### src/rtl/prg_inject_pkg.sv
// Shared types and constants for the PRG image injector.
// The pointer-patch table lists the zero-page targets in the order they are written.
package prg_inject_pkg;

  typedef enum logic [2:0] {
    IDLE,
    HDR_LO,
    HDR_HI,
    DATA,
    PTR,
    DONE
  } state_t;

  localparam int HDR_BYTES = 2;

  localparam logic [7:0] PTR_BASE_DEF = 8'h2D;
  localparam logic [7:0] EAL_ADDR_DEF = 8'hAE;

  typedef logic [7:0][7:0] ptr_tbl_t;

  // Three BASIC pointer pairs, then the KERNAL end-address pair; even entries take lo, odd take hi.
  function automatic ptr_tbl_t ptr_table(input logic [7:0] ptr_base, input logic [7:0] eal_addr);
    ptr_tbl_t t;
    for (int i = 0; i < 6; i++) t[i] = ptr_base + 8'(i);
    t[6] = eal_addr;
    t[7] = eal_addr + 8'd1;
    return t;
  endfunction

  localparam ptr_tbl_t PTR_TABLE = ptr_table(PTR_BASE_DEF, EAL_ADDR_DEF);

endpackage

### src/rtl/prg_skid_fifo.sv
// Small synchronous FIFO absorbing loader bytes while a RAM write is outstanding.
// A clear in the same cycle as a push leaves exactly that one entry.
module prg_skid_fifo #(
  parameter int DEPTH = 2,
  parameter int W     = 9
) (
  input  logic                         clk,
  input  logic                         resetn,
  input  logic                         clr,
  input  logic                         push,
  input  logic [W-1:0]                 din,
  input  logic                         pop,
  output logic [W-1:0]                 dout,
  output logic                         full,
  output logic                         empty,
  output logic [$clog2(DEPTH+1)-1:0]   count
);

  localparam int AW = (DEPTH > 1) ? $clog2(DEPTH) : 1;
  localparam int CW = $clog2(DEPTH + 1);

  logic [W-1:0]  mem [DEPTH];
  logic [AW-1:0] rd_ptr, wr_ptr, wr_sel;
  logic          do_push, do_pop;

  function automatic logic [AW-1:0] nxt(input logic [AW-1:0] p);
    return (p == AW'(DEPTH - 1)) ? '0 : p + 1'b1;
  endfunction

  assign empty   = (count == '0);
  assign full    = (count == CW'(DEPTH));
  assign do_push = push & (clr | ~full);
  assign do_pop  = pop & ~empty & ~clr;
  assign wr_sel  = clr ? '0 : wr_ptr;
  assign dout    = mem[rd_ptr];

  always_ff @(posedge clk) begin
    if (do_push) mem[wr_sel] <= din;
  end

  always_ff @(posedge clk or negedge resetn) begin
    if (!resetn) begin
      rd_ptr <= '0;
      wr_ptr <= '0;
      count  <= '0;
    end else if (clr) begin
      rd_ptr <= '0;
      wr_ptr <= do_push ? nxt('0) : '0;
      count  <= do_push ? CW'(1) : '0;
    end else begin
      if (do_push) wr_ptr <= nxt(wr_ptr);
      if (do_pop)  rd_ptr <= nxt(rd_ptr);
      count <= count + CW'(do_push) - CW'(do_pop);
    end
  end

endmodule

### src/rtl/prg_inject.sv
// Writes a PRG image from the loader byte stream into VIC-20 RAM, then patches BASIC pointers.
//   state  | meaning
//   IDLE   | waiting for a PRG download to start
//   HDR_LO | waiting for load-address low byte
//   HDR_HI | waiting for load-address high byte
//   DATA   | draining payload bytes into RAM
//   PTR    | writing end address into the 8 pointer bytes
//   DONE   | one-cycle completion pulse
import prg_inject_pkg::*;

module prg_inject #(
  parameter bit         PATCH_PTRS = 1'b1,
  parameter logic [7:0] PTR_BASE   = PTR_BASE_DEF,
  parameter logic [7:0] EAL_ADDR   = EAL_ADDR_DEF,
  parameter int         FIFO_DEPTH = 2
) (
  input  logic        clk,
  input  logic        resetn,
  input  logic        ioctl_download,
  input  logic        load_prg,
  input  logic [22:0] ioctl_addr,
  input  logic [7:0]  ioctl_data,
  input  logic        ioctl_wr,
  output logic        ioctl_wait,
  output logic [15:0] ram_addr,
  output logic [7:0]  ram_dout,
  output logic        ram_we,
  input  logic        ram_ack,
  output logic [15:0] prg_start,
  output logic [15:0] prg_end,
  output logic        prg_busy,
  output logic        prg_done,
  output logic        prg_error
);

  localparam int       CW      = $clog2(FIFO_DEPTH + 1);
  localparam ptr_tbl_t PTR_TBL = ptr_table(PTR_BASE, EAL_ADDR);

  state_t        state, state_n;
  logic          act_q, start, push_ok;
  logic          fifo_push, fifo_pop, fifo_full, fifo_empty;
  logic [8:0]    fifo_dout;
  logic [CW-1:0] fifo_count;
  logic [16:0]   wp, wp_n;
  logic [15:0]   start_n, end_n, addr_n;
  logic [7:0]    dout_n;
  logic [2:0]    ptr_cnt, cnt_n, ptr_idx;
  logic          we_n, err_n;

  assign start     = (state == IDLE) & ioctl_download & load_prg & ~act_q;
  assign push_ok   = ioctl_wr & ioctl_download & load_prg
                   & (start | (state inside {HDR_LO, HDR_HI, DATA}));
  assign fifo_push = push_ok & (start | ~fifo_full);
  assign ptr_idx   = 3'd7 - ptr_cnt;

  assign ioctl_wait = (fifo_count >= CW'(FIFO_DEPTH - 1)) | (state == PTR) | (state == DONE);
  assign prg_busy   = (state != IDLE);
  assign prg_done   = (state == DONE);

  prg_skid_fifo #(.DEPTH(FIFO_DEPTH), .W(9)) u_fifo (
    .clk    (clk),
    .resetn (resetn),
    .clr    (start),
    .push   (fifo_push),
    .din    ({ioctl_addr < 23'(HDR_BYTES), ioctl_data}),
    .pop    (fifo_pop),
    .dout   (fifo_dout),
    .full   (fifo_full),
    .empty  (fifo_empty),
    .count  (fifo_count)
  );

  always_comb begin
    state_n  = state;
    start_n  = prg_start;
    end_n    = prg_end;
    wp_n     = wp;
    addr_n   = ram_addr;
    dout_n   = ram_dout;
    we_n     = ram_we;
    cnt_n    = ptr_cnt;
    err_n    = prg_error;
    fifo_pop = 1'b0;
    case (state)
      IDLE: if (start) begin
        start_n = '0;
        end_n   = '0;
        err_n   = 1'b0;
        wp_n    = '0;
        state_n = HDR_LO;
      end
      HDR_LO: if (!fifo_empty) begin
        fifo_pop     = 1'b1;
        start_n[7:0] = fifo_dout[7:0];
        state_n      = HDR_HI;
      end else if (!ioctl_download) begin
        err_n   = 1'b1;
        state_n = DONE;
      end
      HDR_HI: if (!fifo_empty) begin
        fifo_pop      = 1'b1;
        start_n[15:8] = fifo_dout[7:0];
        wp_n          = {1'b0, fifo_dout[7:0], prg_start[7:0]};
        state_n       = DATA;
      end else if (!ioctl_download) begin
        err_n   = 1'b1;
        state_n = DONE;
      end
      DATA: begin
        if (ram_we) begin
          if (ram_ack) begin
            fifo_pop = 1'b1;
            we_n     = 1'b0;
            wp_n     = wp + 17'd1;
          end
        end else if (!fifo_empty) begin
          // Stray header-tagged bytes and anything past 0xFFFF are dropped, not written.
          if (fifo_dout[8]) begin
            fifo_pop = 1'b1;
          end else if (wp[16]) begin
            fifo_pop = 1'b1;
            err_n    = 1'b1;
          end else begin
            addr_n = wp[15:0];
            dout_n = fifo_dout[7:0];
            we_n   = 1'b1;
          end
        end else if (!ioctl_download) begin
          end_n = wp[15:0];
          if (PATCH_PTRS && !prg_error) begin
            cnt_n   = 3'd7;
            state_n = PTR;
          end else begin
            state_n = DONE;
          end
        end
      end
      PTR: begin
        if (ram_we) begin
          if (ram_ack) begin
            we_n = 1'b0;
            if (ptr_cnt == 3'd0) state_n = DONE;
            else                 cnt_n   = ptr_cnt - 3'd1;
          end
        end else begin
          addr_n = {8'h00, PTR_TBL[ptr_idx]};
          dout_n = ptr_idx[0] ? prg_end[15:8] : prg_end[7:0];
          we_n   = 1'b1;
        end
      end
      DONE:    state_n = IDLE;
      default: state_n = IDLE;
    endcase
    if (push_ok && fifo_full && !start) err_n = 1'b1;
  end

  always_ff @(posedge clk or negedge resetn) begin
    if (!resetn) begin
      state     <= IDLE;
      act_q     <= 1'b0;
      prg_start <= '0;
      prg_end   <= '0;
      wp        <= '0;
      ram_addr  <= '0;
      ram_dout  <= '0;
      ram_we    <= 1'b0;
      ptr_cnt   <= '0;
      prg_error <= 1'b0;
    end else begin
      state     <= state_n;
      act_q     <= ioctl_download & load_prg;
      prg_start <= start_n;
      prg_end   <= end_n;
      wp        <= wp_n;
      ram_addr  <= addr_n;
      ram_dout  <= dout_n;
      ram_we    <= we_n;
      ptr_cnt   <= cnt_n;
      prg_error <= err_n;
    end
  end

endmodule

### config.mk
export PLATFORM = sky130hd
export DESIGN_NAME = prg_inject
export DESIGN_NICKNAME = d
export VERILOG_FILES = /design/src/rtl/prg_inject_pkg.sv /design/src/rtl/prg_skid_fifo.sv /design/src/rtl/prg_inject.sv
export SDC_FILE = /design/constraint.sdc
export NUM_CORES = 1
export LEC_CHECK = 0
export ABC_AREA = 1
export CAP_MARGIN = 0
export CELL_PAD_IN_SITES_DETAIL_PLACEMENT = 1
export CELL_PAD_IN_SITES_GLOBAL_PLACEMENT = 1
export CORE_AREA = 5 5 171 91
export DETAILED_ROUTE_END_ITERATION = 8
export DIE_AREA = 0 0 176 96
export PLACE_DENSITY_LB_ADDON = 0.25
export SYNTH_ARGS = -nofsm -noshare
export SYNTH_HDL_FRONTEND = slang
export SYNTH_SLANG_ARGS = --single-unit
export TNS_END_PERCENT = 20
### constraint.sdc
create_clock -name clk -period 2.3 [get_ports clk]
set_input_delay 0.46 -clock clk [delete_from_list [all_inputs] [get_ports clk]]
set_output_delay 0.46 -clock clk [all_outputs]
set_load 0.02 [all_outputs]
==> run_results.csv <==
group,metric,value,unit
status,status,"complete, no violations",
synthesis,synth.top_cell.area_share,40.6,%
synthesis,synth_top_family_by_area,"simple AND/OR/NAND/NOR gates",
synthesis,async_reset_ff_share,82.7,%
finish,layout-drive-gt1-share,11.4,%
clock_tree,cts_max_level,3,
synthesis,portion_of_the_post_synthesis_area_used_by_sequential_elements,50.8,%
synthesis,synth_area_leaders,"sky130_fd_sc_hd__dfrtp_1, sky130_fd_sc_hd__nand2_1, sky130_fd_sc_hd__edfxtp_1, sky130_fd_sc_hd__o21ai_0, sky130_fd_sc_hd__inv_1",
floorplanning,die_h,96,um
synthesis,netlist_instances,629,
finish,antenna_cells,0,
floorplanning,top_level_ports,98,
route,vias,4862,
setup_path,crit-reg2reg-launch,"u_fifo.rd_ptr",
floorplanning,fp.coreArea,0.0140,mm2
clock_tree,tritoncts.num_buffers,9,
timing,holdWs,55.3,ps
synthesis,proportion_of_synthesized_area_in_mux_cells,0.944,%
placement,place.port_buffers,96,
route,route.detailed.vias_per_inst,5.26,
power,power,0.00921,W
clock_tree,insertion_delay,340,ps
clock_tree,cts_tree,"done",
finish,design.final.nets,783,
power,power.static_leakage,3.01,nW
timing,hold_viol,0,
synthesis,yosysWarnings,0,
timing,post-route-period-util,96.9,%
synthesis,synth.avg_cell_area,8.43,um2
grt,grt_first_pass_wirelength,27.9,mm
synthesis,synth_compound_area_share,14.1,%
grt,groute.usage.overall,21.3,%
finish,num-fill-cells,1649,
placement,gpl.final_weighted_congestion,0.882,
timing,setup_repair_after_global_routing_missed_its_margin,"false",
route,dr.pass1.iters,4,
synthesis,netlist-cell-type-count,38,
setup_path,critical_path.max_stage_delay,640,ps
setup_path,critical_path.endpoint_type,"output port",
clock_tree,clock_root_buffer_master,"sky130_fd_sc_hd__clkbuf_16",
grt,largest_net_degree_at_the_start_of_global_routing,46,
timing,setup-violations-final,0,
clock_tree,post_cts_hold_buffer_count,0,
finish,finish.instance_area,0.00690,mm2
setup_path,worstPathMaxFanout,6,
route,post_drt_wl_per_cell,18.8,um
synthesis,yosys_register_bits,104,
synthesis,synth_edf_count,18,
floorplanning,initial_utilization,38.0,%
grt,grt_overflow_total,0,
clock_tree,clock_path_buffers,2,
synthesis,synth_fp_nets,673,
power,power_density,1330,mW/mm2
setup_path,worst_setup_path_start_kind,"flop",
synthesis,post_synth_instance_area,0.00530,mm2
clock_tree,cts.clk_slew.worst_paths,80,ps
route,drc_errors,0,
placement,detailedPlacementHpwl,13.7,mm
placement,placedInstanceArea,0.00659,mm2
route,drt.antenna.violating_nets,0,
floorplanning,die_x,176,um
setup_path,timing.critical_path.cells,"nor2_4, nand2_1, clkdlybuf4s50_1",
finish,syn_to_final_growth,30.2,%
setup_path,critical-path-slowest-cell,"sky130_fd_sc_hd__clkdlybuf4s50_1",
setup_path,crit_end,"prg_busy",
floorplanning,num_rows,31,
timing,timing.max_slew.rel_slack,56.0,%
timing,fmax,449,MHz
clock_tree,tritoncts_num_sinks,104,
setup_path,cp_data_arrival_time,1770,ps
synthesis,yosys.area_share.simple,23.6,%
setup_path,worst_ep_required_time,1840,ps
synthesis,yosys.cell_count.top_type,"sky130_fd_sc_hd__nand2_1",
timing,tns,0,ps
timing,worstMarginPinSlew,641,ps
route,wl,17.4,mm
synthesis,synth-adder-area-share,1.65,%
synthesis,synthDominantAreaCellType,"sky130_fd_sc_hd__dfrtp_1",
setup_path,worst_setup_path_startpoint,"state[1]",
synthesis,synth_ff_type,"sky130_fd_sc_hd__dfrtp_1",
route,detail_route.iter0.violations,362,
setup_path,regToRegEndpoint,"u_fifo.count[0]",
grt,grt_pass1_vias,5081,
synthesis,area_share_of_xor_xnor_cells_in_the_synthesized_design,0.826,%
synthesis,synth.top_cells.by_count,"sky130_fd_sc_hd__nand2_1, sky130_fd_sc_hd__dfrtp_1, sky130_fd_sc_hd__inv_1",
setup_path,ff2ff_path_depth,13,
power,worst_ir_drop_vdd,0.000520,V
grt,grt_antenna_before_repair,0,
setup_path,critPathKind,"flop to output port",
setup_path,reg2reg_setup_slack,270,ps
hold_path,min-delay-path-class,"input pin to async pin",
floorplanning,area_enclosed_by_the_die_boundary,0.0169,mm2
timing,maxSlewViolCount,0,
timing,final.min_clock_period,2230,ps
timing,clock_skew,9.09,ps
job,max_cap_violations,0,
==> area by class of cell <==
cell class,count,area [um2],share of cell area (%)
Timing Repair Buffer,122,1190,17.3
Multi-Input combinational cell,426,2190,31.7
Tap cell,181,226,3.28
Clock inverter,7,86.3,1.25
Clock buffer,9,225,3.26
Sequential cell,104,2690,39.0
Inverter,76,293,4.24
==> cell families (layout without fill, tap and decap cells) <==
kind of cell | count (synthesis) | after routing
flops | 104 | 104
mux | 5 | 5
simple gates | 288 | 288
fa+ha+maj | 7 | 7
compound gates | 121 | 121
xor+xnor | 5 | 5
buf+inv | 99 | 214
==> registers in the layout, indices dropped and copies added (netlist names) <==
register and count:
act_q 1, prg_end 16, prg_error 1, prg_start 16
ptr_cnt 3, ram_addr 16, ram_dout 8, ram_we 1
state 3, u_fifo.count 2, u_fifo.mem 18, u_fifo.rd_ptr 1
u_fifo.wr_ptr 1, wp 17
==> power breakdown <==
| part | switching (W) | total [W] | internal [W] | leakage, nW |
|---|---|---|---|---|
| Sequential | 0.000592 | 0.00305 | 0.00245 | 1.29 |
| Clock | 0.000741 | 0.00161 | 0.000868 | 0.150 |
| Combinational | 0.00281 | 0.00456 | 0.00175 | 1.57 |
==> through the flow <==
step,setup WS [ps],cells,utilization (%)
final,70.4,925,49.4
after global placement,78.7,909,47.2
after global routing,15.8,925,49.4
after floorplan,248,629,-
after detailed placement,-5.15,909,47.2
after CTS,34.4,925,49.4
==> repair_timing <==
item	4_1_cts	5_1_grt
buffers inserted	0	0
resized for setup	1	1
pin swaps	0	0
endpoints found under the setup margin	1	1
==> cells in the final DEF, fill, tap and decap left out, types with 2 or more instances in the layout <==
master	Yosys	layout
sky130_fd_sc_hd__a31oi_1	7	7
sky130_fd_sc_hd__nand3_1	34	34
sky130_fd_sc_hd__o22ai_1	9	9
sky130_fd_sc_hd__o31ai_2	8	8
sky130_fd_sc_hd__inv_8	0	2
sky130_fd_sc_hd__o211ai_1	11	11
sky130_fd_sc_hd__nor3_1	11	11
sky130_fd_sc_hd__clkdlybuf4s50_1	0	95
sky130_fd_sc_hd__inv_1	69	69
sky130_fd_sc_hd__dfrtp_1	86	85
sky130_fd_sc_hd__xnor2_1	2	2
sky130_fd_sc_hd__nor4_1	6	6
sky130_fd_sc_hd__o21ai_2	7	7
sky130_fd_sc_hd__o21ai_0	65	65
sky130_fd_sc_hd__edfxtp_1	18	18
sky130_fd_sc_hd__o21ai_1	4	4
sky130_fd_sc_hd__xor2_1	3	3
sky130_fd_sc_hd__a21oi_1	8	8
sky130_fd_sc_hd__clkbuf_16	0	9
sky130_fd_sc_hd__nor2_4	2	3
sky130_fd_sc_hd__buf_4	1	24
sky130_fd_sc_hd__nand2_1	161	161
sky130_fd_sc_hd__nor2_1	51	51
sky130_fd_sc_hd__clkinv_4	1	3
sky130_fd_sc_hd__or2_2	9	9
sky130_fd_sc_hd__inv_2	4	4
sky130_fd_sc_hd__nand4_1	6	6
sky130_fd_sc_hd__ha_1	7	7
sky130_fd_sc_hd__nand2_2	4	4
sky130_fd_sc_hd__buf_12	0	3
sky130_fd_sc_hd__mux2i_1	5	5
==> how the worst min path moves through the flow <==
stage / start / end / slack (ps)
after global routing: resetn / prg_start[1] / 70
final: resetn / prg_start[6] / 60
after floorplan: resetn / act_q / 160
after global placement: resetn / prg_start[8] / 430
after detailed placement: resetn / prg_start[2] / 440
after CTS: resetn / wp[1] / 70
==> layer usage <==
metal | GRT usage, % | share of wire [%] | vias up
li1 | - | - | 2300
met1 | 31.3 | 51 | 2397
met2 | 32.3 | 42 | 153
met3 | 5.89 | 6.8 | 12
met4 | 3.05 | 0.52 | 0
met5 | 0 | 0 | -
==> critical path: cells and delay by family (launching register included) <==
family,cells,cell delay (ps)
flops,1,560
simple gates,2,230
buf+inv,1,640
Power figures use the tool's default switching activity.
